### src/rtl/lcd_pkg.sv
// Shared types, command constants and 50 MHz timing defaults for the LCD write engine.
// LCD_INIT_SEQ_EN adds the power-on init states to the state encoding.
package lcd_pkg;

  localparam int unsigned DATA_W = 8;
  localparam int unsigned CNT_W  = 32;

  // One queued bus write: register select plus the byte
  typedef struct packed {
    logic              rs;
    logic [DATA_W-1:0] data;
  } lcd_cmd_t;

  typedef enum logic [2:0] {
    ST_IDLE,
    ST_SETUP,
    ST_PULSE,
    ST_HOLD,
    ST_WAIT
`ifdef LCD_INIT_SEQ_EN
    , ST_INIT_PWR
    , ST_INIT_CMD
`endif
  } state_t;

  // HD44780 command bytes
  localparam logic [DATA_W-1:0] FUNCTION_SET    = 8'h38;
  localparam logic [DATA_W-1:0] ENTRY_MODE      = 8'h07;
  localparam logic [DATA_W-1:0] DISPLAY_CONTROL = 8'h0C;
  localparam logic [DATA_W-1:0] CLEAR           = 8'h01;
  localparam logic [DATA_W-1:0] HOME            = 8'h02;
  localparam logic [DATA_W-1:0] SET_DD_RAM      = 8'h80;
  localparam logic [DATA_W-1:0] SHIFT           = 8'h18;

  // Timing defaults in 50 MHz clock cycles
  localparam int unsigned DEF_SETUP_CYCLES     = 2;
  localparam int unsigned DEF_PULSE_CYCLES     = 12;
  localparam int unsigned DEF_HOLD_CYCLES      = 1;
  localparam int unsigned DEF_CMD_WAIT_CYCLES  = 2000;
  localparam int unsigned DEF_LONG_WAIT_CYCLES = 82000;
  localparam int unsigned DEF_POWER_ON_WAIT    = 750000;
  localparam int unsigned DEF_INIT_WAIT_1      = 205000;
  localparam int unsigned DEF_INIT_WAIT_2      = 5000;

  // Clear/home (and 0x03, which the controller also decodes as home) need the long wait
  function automatic logic needs_long_wait(input lcd_cmd_t c);
    return !c.rs && (c.data == CLEAR || c.data == HOME || c.data == 8'h03);
  endfunction

endpackage

### src/rtl/lcd_cmd_fifo.sv
// Small synchronous FIFO of {RS, DATA} writes with registered full/empty flags.
module lcd_cmd_fifo
  import lcd_pkg::*;
#(
  parameter int unsigned DEPTH = 4
) (
  input  logic     clk,
  input  logic     rst,
  input  logic     push,
  input  logic     pop,
  input  lcd_cmd_t wdata,
  output lcd_cmd_t rdata,
  output logic     full,
  output logic     empty
);

  localparam int unsigned AW = $clog2(DEPTH);
  localparam int unsigned CW = AW + 1;

  lcd_cmd_t        mem [DEPTH];
  logic [AW-1:0]   wr_ptr;
  logic [AW-1:0]   rd_ptr;
  logic [CW-1:0]   count;
  logic            do_push;
  logic            do_pop;

  assign do_push = push && !full;
  assign do_pop  = pop && !empty;
  assign rdata   = mem[rd_ptr];

  // Storage array; contents need no reset since empty gates every read
  always_ff @(posedge clk) begin
    if (do_push) mem[wr_ptr] <= wdata;
  end

  // Pointers, occupancy count and the flags derived from it
  always_ff @(posedge clk) begin
    if (rst) begin
      wr_ptr <= '0;
      rd_ptr <= '0;
      count  <= '0;
      full   <= 1'b0;
      empty  <= 1'b1;
    end else begin
      if (do_push) wr_ptr <= wr_ptr + AW'(1);
      if (do_pop)  rd_ptr <= rd_ptr + AW'(1);
      case ({do_push, do_pop})
        2'b10: begin
          count <= count + CW'(1);
          full  <= (count == CW'(DEPTH - 1));
          empty <= 1'b0;
        end
        2'b01: begin
          count <= count - CW'(1);
          full  <= 1'b0;
          empty <= (count == CW'(1));
        end
        default: ;
      endcase
    end
  end

endmodule

### src/rtl/lcd_write_engine.sv
// HD44780 8-bit bus write engine: queues {RS, byte} requests and plays them out
// with setup / E-pulse / hold / post-command wait timing.
// Define LCD_INIT_SEQ_EN to run the power-on 0x38 x3 init sequence after reset.
module lcd_write_engine
  import lcd_pkg::*;
#(
  parameter int unsigned FIFO_DEPTH       = 4,
  parameter int unsigned SETUP_CYCLES     = DEF_SETUP_CYCLES,
  parameter int unsigned PULSE_CYCLES     = DEF_PULSE_CYCLES,
  parameter int unsigned HOLD_CYCLES      = DEF_HOLD_CYCLES,
  parameter int unsigned CMD_WAIT_CYCLES  = DEF_CMD_WAIT_CYCLES,
  parameter int unsigned LONG_WAIT_CYCLES = DEF_LONG_WAIT_CYCLES
`ifdef LCD_INIT_SEQ_EN
  , parameter int unsigned POWER_ON_WAIT  = DEF_POWER_ON_WAIT
  , parameter int unsigned INIT_WAIT_1    = DEF_INIT_WAIT_1
  , parameter int unsigned INIT_WAIT_2    = DEF_INIT_WAIT_2
`endif
) (
  input  logic              CLOCK_50MHZ,
  input  logic              BUTTON_SOUTH,
  input  logic              CMD_VALID,
  input  logic              CMD_RS,
  input  logic [DATA_W-1:0] CMD_DATA,
  output logic              CMD_READY,
  output logic              BUSY,
  output logic [DATA_W-1:0] LCD_DATA_BIT,
  output logic              LCD_ENABLE,
  output logic              LCD_REGISTER_SELECT,
  output logic              LCD_READ_WRITE
);

  // Counter reload values: each phase of N cycles loads N-1
  localparam logic [CNT_W-1:0] SETUP_LD = CNT_W'(SETUP_CYCLES - 1);
  localparam logic [CNT_W-1:0] PULSE_LD = CNT_W'(PULSE_CYCLES - 1);
  localparam logic [CNT_W-1:0] HOLD_LD  = CNT_W'(HOLD_CYCLES - 1);
  localparam logic [CNT_W-1:0] CMD_LD   = CNT_W'(CMD_WAIT_CYCLES - 1);
  localparam logic [CNT_W-1:0] LONG_LD  = CNT_W'(LONG_WAIT_CYCLES - 1);
`ifdef LCD_INIT_SEQ_EN
  localparam logic [CNT_W-1:0] PWR_LD   = CNT_W'(POWER_ON_WAIT - 1);
  localparam logic [CNT_W-1:0] INIT1_LD = CNT_W'(INIT_WAIT_1 - 1);
  localparam logic [CNT_W-1:0] INIT2_LD = CNT_W'(INIT_WAIT_2 - 1);
`endif

  lcd_cmd_t         wr_cmd;
  lcd_cmd_t         head;
  logic             fifo_full;
  logic             fifo_empty;
  logic             fifo_pop;
  state_t           state;
  logic [CNT_W-1:0] cnt;
  logic [CNT_W-1:0] wait_ld;
`ifdef LCD_INIT_SEQ_EN
  logic [1:0]       init_left;
`endif

  assign wr_cmd   = '{rs: CMD_RS, data: CMD_DATA};
  assign fifo_pop = (state == ST_IDLE) && !fifo_empty;

  lcd_cmd_fifo #(
    .DEPTH (FIFO_DEPTH)
  ) u_fifo (
    .clk   (CLOCK_50MHZ),
    .rst   (BUTTON_SOUTH),
    .push  (CMD_VALID),
    .pop   (fifo_pop),
    .wdata (wr_cmd),
    .rdata (head),
    .full  (fifo_full),
    .empty (fifo_empty)
  );

  assign CMD_READY      = !fifo_full;
  assign BUSY           = (state != ST_IDLE) || !fifo_empty;
  assign LCD_READ_WRITE = 1'b0;

  // Bus sequencer: pop, setup, E pulse, hold, post-command wait
  always_ff @(posedge CLOCK_50MHZ) begin
    if (BUTTON_SOUTH) begin
`ifdef LCD_INIT_SEQ_EN
      state     <= ST_INIT_PWR;
      cnt       <= PWR_LD;
      init_left <= 2'd3;
`else
      state     <= ST_IDLE;
      cnt       <= '0;
`endif
      wait_ld             <= '0;
      LCD_ENABLE          <= 1'b0;
      LCD_REGISTER_SELECT <= 1'b0;
      LCD_DATA_BIT        <= '0;
    end else begin
      case (state)
        ST_IDLE: begin
          if (!fifo_empty) begin
            LCD_REGISTER_SELECT <= head.rs;
            LCD_DATA_BIT        <= head.data;
            wait_ld             <= needs_long_wait(head) ? LONG_LD : CMD_LD;
            cnt                 <= SETUP_LD;
            state               <= ST_SETUP;
          end
        end
        ST_SETUP: begin
          if (cnt == '0) begin
            LCD_ENABLE <= 1'b1;
            cnt        <= PULSE_LD;
            state      <= ST_PULSE;
          end else begin
            cnt <= cnt - CNT_W'(1);
          end
        end
        ST_PULSE: begin
          if (cnt == '0) begin
            LCD_ENABLE <= 1'b0;
            cnt        <= HOLD_LD;
            state      <= ST_HOLD;
          end else begin
            cnt <= cnt - CNT_W'(1);
          end
        end
        ST_HOLD: begin
          if (cnt == '0) begin
            cnt   <= wait_ld;
            state <= ST_WAIT;
          end else begin
            cnt <= cnt - CNT_W'(1);
          end
        end
        ST_WAIT: begin
          if (cnt == '0) begin
`ifdef LCD_INIT_SEQ_EN
            state <= (init_left != 2'd0) ? ST_INIT_CMD : ST_IDLE;
`else
            state <= ST_IDLE;
`endif
          end else begin
            cnt <= cnt - CNT_W'(1);
          end
        end
`ifdef LCD_INIT_SEQ_EN
        ST_INIT_PWR: begin
          if (cnt == '0) begin
            state <= ST_INIT_CMD;
          end else begin
            cnt <= cnt - CNT_W'(1);
          end
        end
        ST_INIT_CMD: begin
          LCD_REGISTER_SELECT <= 1'b0;
          LCD_DATA_BIT        <= FUNCTION_SET;
          case (init_left)
            2'd3:    wait_ld <= INIT1_LD;
            2'd2:    wait_ld <= INIT2_LD;
            default: wait_ld <= CMD_LD;
          endcase
          init_left <= init_left - 2'd1;
          cnt       <= SETUP_LD;
          state     <= ST_SETUP;
        end
`endif
        default: begin
          state <= ST_IDLE;
        end
      endcase
    end
  end

endmodule

### config.mk
export PLATFORM = sky130hd
export DESIGN_NAME = lcd_write_engine
export DESIGN_NICKNAME = d
export VERILOG_FILES = /design/src/rtl/lcd_pkg.sv /design/src/rtl/lcd_cmd_fifo.sv /design/src/rtl/lcd_write_engine.sv
export SDC_FILE = /design/constraint.sdc
export NUM_CORES = 1
export LEC_CHECK = 0
export CAP_MARGIN = 20
export CELL_PAD_IN_SITES_DETAIL_PLACEMENT = 1
export CELL_PAD_IN_SITES_GLOBAL_PLACEMENT = 1
export CORE_ASPECT_RATIO = 1.4
export CORE_MARGIN = 5
export CORE_UTILIZATION = 30
export DETAILED_ROUTE_END_ITERATION = 10
export PLACE_DENSITY_LB_ADDON = 0.1
export SKIP_CTS_REPAIR_TIMING = 1
export SYNTH_ARGS = -nofsm -noshare
export SYNTH_HDL_FRONTEND = slang
export SYNTH_SLANG_ARGS = --single-unit
### constraint.sdc
create_clock -name CLOCK_50MHZ -period 3.7 [get_ports CLOCK_50MHZ]
set_input_delay 0.74 -clock CLOCK_50MHZ [delete_from_list [all_inputs] [get_ports CLOCK_50MHZ]]
set_output_delay 0.74 -clock CLOCK_50MHZ [all_outputs]
set_load 0.02 [all_outputs]
# == Word level (Yosys, flattened, before mapping) ==
# Memories as Yosys holds them, arrays and structs flattened. A register that Yosys moved wholly into a read port is not among the register bits.
# Cells that the tools add are included.
# op_classes
add_sub_neg,5
n_eq_ne,17
mux,23
bitwise,1
reduce_logical,20
# ops
op,n
$mux W32,5
$pmux W32 S5,1
$logic_not A32 Y1,1
$sub A32 B1 Y32 const B,1
$mux W17,1
$eq A8 B2 Y1 const B,2
$mux W3,5
$pmux W3 S5,1
$ne A2 B2 Y1 const B,6
$eq A3 B2 Y1 const B,3
$eq A8 B1 Y1 const B,1
$eq A3 B1 Y1 const B,2
$pmux W1 S2,3
$pmux W3 S2,1
$reduce_and A3 Y1,2
$reduce_and A5 Y1,1
$reduce_bool A5 Y1,1
$add A2 B1 Y2 const B,2
$logic_and A1 B1 Y1,4
$mux W1,4
$mux W2,2
$reduce_bool A2 Y1,2
$add A3 B1 Y3 const B,1
$eq A3 B3 Y1 const B,1
other kinds (9),13
# totals
reg_bits,86
ramBits,36
in_bits,12
out_inout_bits,13
elab_cells,78
memories,1
# mem_list
memory,words,word_bits,rd,rd_clocked_by_memory_dff,write_ports,line_no,text
u_fifo.mem,4,9,1,1,1,lcd_cmd_fifo.sv:20,lcd_cmd_t mem [DEPTH];

# == Logic depth before layout (Yosys ltp) ==
# depth
ltp_word,5
depth_mapped,10
mapped_depth_nobuf,8

# == Hierarchy ==
# A second synthesis with hierarchy kept.
# hier_totals
hier_cells,441
area_unflattened_um2,4504.3
# by_module_without_submodules
mod,n_inst,cells_each,area_each_um2,seq_area_each_um2
lcd_write_engine,1,327,2612.5,960.9
lcd_cmd_fifo,1,114,1891.8,1301.2

# == Worst setup path before layout ==
# No wires, ideal clock.
# synth_timing
path_type,reg-to-reg
startpoint,register state[0]
endpoint,register u_fifo.count[2]
setup_ns,0.128
arrival_ns,1.952
required_ns,3.572
setup_slack_ns,1.621
stages_incl_launch_ff,10
path_buffers,2
synth_period_minus_slack_ns,2.079
path_cell_list,dfxtp_1 -> nor2_1 -> nand2_1 -> inv_1 -> buf_1 -> ha_1 -> clkbuf_1 -> a21oi_1 -> o22a_1 -> nor2_1
# synth_via
elab_chain_cells,5
elab_cells_between_ends,7
cone_classes,eq/ne (2); mux (1); reduce/logical (4)
# synth_lines
element,line_no,text
start: declaration,lcd_write_engine.sv:49,state_t state;
start signal: assignment,lcd_write_engine.sv:84,state <= ST_IDLE;
start signal: assignment,lcd_write_engine.sv:99,state <= ST_SETUP;
start signal: assignment,lcd_write_engine.sv:106,state <= ST_PULSE;
$logic_not A3 Y1 *,lcd_write_engine.sv:57,assign fifo_pop = (state == ST_IDLE) && !fifo_empty;
$logic_and A1 B1 Y1 *,lcd_write_engine.sv:57,
via fifo_pop,lcd_write_engine.sv:48,logic fifo_pop;
$logic_and A1 B1 Y1 *,lcd_cmd_fifo.sv:28,assign do_pop = pop && !empty;
$eq A2 B1 Y1 or $eq A2 B2 Y1 (tied branches),lcd_cmd_fifo.sv:47,"case ({do_push, do_pop})"
$pmux W3 S2 or $reduce_bool A2 Y1 (tied branches),-,
end signal: assignment,lcd_cmd_fifo.sv:49,count <= count + CW'(1);
end signal: assignment,lcd_cmd_fifo.sv:54,count <= count - CW'(1);
end: declaration,lcd_cmd_fifo.sv:23,logic [CW-1:0] count;
# Mark *: on every way through the listed nets, which the timed path passes. The rest lies on a longest branch.
# A chain may end at the register's enable or synchronous reset.

# == Worst setup path in the final report ==
# layout_timing
startpoint,register state[2]
endpoint,output BUSY
# layout_via
elab_chain_cells,2
# layout_lines
element,line_no,text
$reduce_bool A3 Y1,lcd_write_engine.sv:73,assign BUSY = (state != ST_IDLE) || !fifo_empty;
$logic_or A1 B1 Y1,lcd_write_engine.sv:73,
end: declaration,lcd_write_engine.sv:25,"output logic BUSY,"
# No other way between the ends.

==> summary.txt <==
fin nets -> 477
Remaining DRCs -> 0
Most used DFF post-synth -> dfxtp_1
gr usage total -> 13.8%
CP endpoint kind -> output port
post-synth cell types -> 59
Max Clock Freq -> 0.339 GHz
skew final -> 6.22 ps
worst slew pin tran -> 677 ps
CP startpoint kind -> register
CTS clk-pin slew, worst paths -> 70 ps
proportion of synthesized area in mux cells -> 4.50%
min Tclk post-route -> 2950 ps
complex-gate fraction of the synthesized area -> 12.2%
Synth Area in Simple Gates -> 21.2%
first-pass GRT wire length -> 19,100 um
EDFF count, synth -> 36
Inst Count DP -> 635
CTS Buf Count -> 9
Yosys reg bits -> 95
unrepaired setup endpoints after global routing -> false
# fillers -> 1,679
Initial DRC Count -> 137
largest family of logic cells by synthesized area -> simple AND/OR/NAND/NOR gates
fin cells -> 651
Final ANT Viol Nets -> 0
1st-pass router iterations -> 4
Cell Pwr Density -> 980 mW/mm^2
io pins -> 25
row cnt -> 53
final WL -> 11,300 um
final hold viol count -> 0
port buffer count -> 23
vias in the first global route -> 3,519
CTS tree -> done
diode count -> 0
total grt overflow -> 0
ys async rst share -> 0%
headroom to the max-slew limit -> 54.9%
Tcrit/Tclk final -> 79.8%
status -> completed
Syn Nets -> 461
Avg Inst Size Synth -> 10.3 um^2
PnR Total Power -> 5.14 mW
arrival time worst endpoint -> 2210 ps
yosys warns -> 0
H-tree levels -> 3
core area -> 0.0149 mm^2
vias -> 3,295
worst-path maximum fanout -> 19
Die Area -> 0.0176 mm^2
synthesized instance count -> 438
count of final setup violators -> 0
hpwl dp -> 8160 um
hold crit path type -> reg -> reg
Area Growth Syn to Fin -> 16.4%
adder-cell share of the synthesized area -> 3.05%
total negative slack -> 0 ps
leakage -> 1.84 nW
Max Cap Viol -> 0
Routed WL per cell -> 17.3 um
WS Path Type -> reg -> out
clk_lat worst skew -> 350 ps
RePlAce Congestion -> 0.717
maximum clock path buffer count -> 2
largest net degree at the start of global routing -> 39
clock sinks -> 95
part of the Yosys area used for sequential elements -> 50.2%
Via-to-Cell Ratio -> 5.06
Max rail drop VDD -> 0.000419 V
Slew Limit Fails -> 0
initial antenna violation count -> 0
die width -> 114 um
Starting Density -> 30.2%
Crit path required time -> 2960 ps
share of layout cells above drive strength 1 -> 13.1%
cell area after synthesis -> 0.00451 mm^2
die height -> 155 um
clock root buffer -> clkbuf_16
post-synthesis xor/xnor area fraction -> 5.05%
==> cells by family after synthesis <==
logic type               after synthesis
AO/OA/AOI/OAI                         79
AND/OR/NAND/NOR                      176
XOR/XNOR                              26
multiplexers                           9
buffers and inverters                 41
adder cells (fa/ha/maj)               11
flip-flops                            95
other                                  1
==> synth_stat cells, types with 4 or more instances <==
cell / instances / share of area, %
dfxtp_1: 59 / 26
nor2_1: 46 / 3.8
nand2_1: 43 / 3.6
edfxtp_1: 36 / 24
a21oi_1: 25 / 2.8
inv_1: 16 / 1.3
xnor2_1: 15 / 2.9
o21ai_0: 14 / 1.6
clkbuf_1: 13 / 1.1
nand3_1: 12 / 1.3
ha_1: 11 / 3.1
xor2_1: 11 / 2.1
nor3_1: 10 / 1.1
mux4_2: 9 / 4.5
nor4_1: 7 / 0.97
buf_2: 6 / 0.67
or3_1: 6 / 0.83
a211oi_1: 5 / 0.83
and2_1: 5 / 0.69
o22ai_1: 5 / 0.69
a2111oi_2: 4 / 1.3
buf_1: 4 / 0.33
nand3b_1: 4 / 0.67
nand4_1: 4 / 0.56
nor2_2: 4 / 0.56
nor4b_1: 4 / 0.78
or4_4: 4 / 1.0
==> placed cells by master, fill, tap and decap left out, drive strengths merged, types with 4 or more instances in the layout <==
master	n
nor4	11
nand3b	4
ha	11
a21oi	25
o22ai	5
xnor2	15
dfxtp	59
and2	5
or3	6
nor4b	4
nand3	13
edfxtp	36
mux4	9
clkdlybuf4s50	23
nor3	13
nor2	50
o21ai	14
nand4	4
or4	6
buf	7
a2111oi	6
xor2	11
clkbuf	9
inv	19
nand2	45
a211oi	5
==> metrics by stage <==
step / setup slack [ps] / area [um^2] / util, % / hold WS [ps]
after detailed placement: 1060 / 4920 / 33.0 / 453
after CTS: 728 / 5240 / 35.1 / 464
after floorplan: 1620 / 4510 / - / 437
after global routing: 669 / 5240 / 35.1 / 492
final: 748 / 5240 / 35.1 / 460
after global placement: 1090 / 4920 / 33.0 / 448
==> sequential cells by signal, indices dropped and copies added (netlist names), named ones only <==
signal               flops
LCD_REGISTER_SELECT      1
LCD_DATA_BIT             8
u_fifo.rd_ptr            2
cnt                     32
u_fifo.mem              36
u_fifo.full              1
wait_ld                  3
u_fifo.count             3
u_fifo.wr_ptr            2
u_fifo.empty             1
LCD_ENABLE               1
state                    3
==> worst paths after layout <==
path                                       from         endpoint  slack (ps)  cells past startpoint
worst min-delay path            LCD_DATA_BIT[6]  LCD_DATA_BIT[6]         460                      2
worst max register to register         state[1]  u_fifo.count[2]        1170                      8
worst min register to register  LCD_DATA_BIT[6]  LCD_DATA_BIT[6]         460                      2
worst max-delay path                   state[2]             BUSY         750                      2
==> final cells by class <==
type / instances / area, um^2 / share of cell area [%]
sequential: 95 / 2260 / 43.1
multi-input combinational: 302 / 2080 / 39.6
timing repair buffer: 30 / 283 / 5.39
tap: 192 / 240 / 4.58
clock buffer: 9 / 225 / 4.29
clock inverter: 7 / 97.6 / 1.86
inverter: 16 / 60.1 / 1.15
==> critical path: stages, from the launching register on <==
cell and delay [ps]:
dfxtp_1 490, or4b_2 800, clkdlybuf4s50_1 580
==> power breakdown <==
group / switching, mW / internal, mW
Sequential: 0.280 / 1.32
Combinational: 1.51 / 1.02
Clock: 0.458 / 0.547
==> metal layers <==
layer  vias up  global-route usage (%)  routed length [um]
met5         -                       0                   0
met4         0                    4.12                 140
met3         8                    2.84                 252
met2        25                    24.7                6070
met1      1648                    16.4                4820
li1       1614                       -                   -
(Power assumes the default switching activity.)
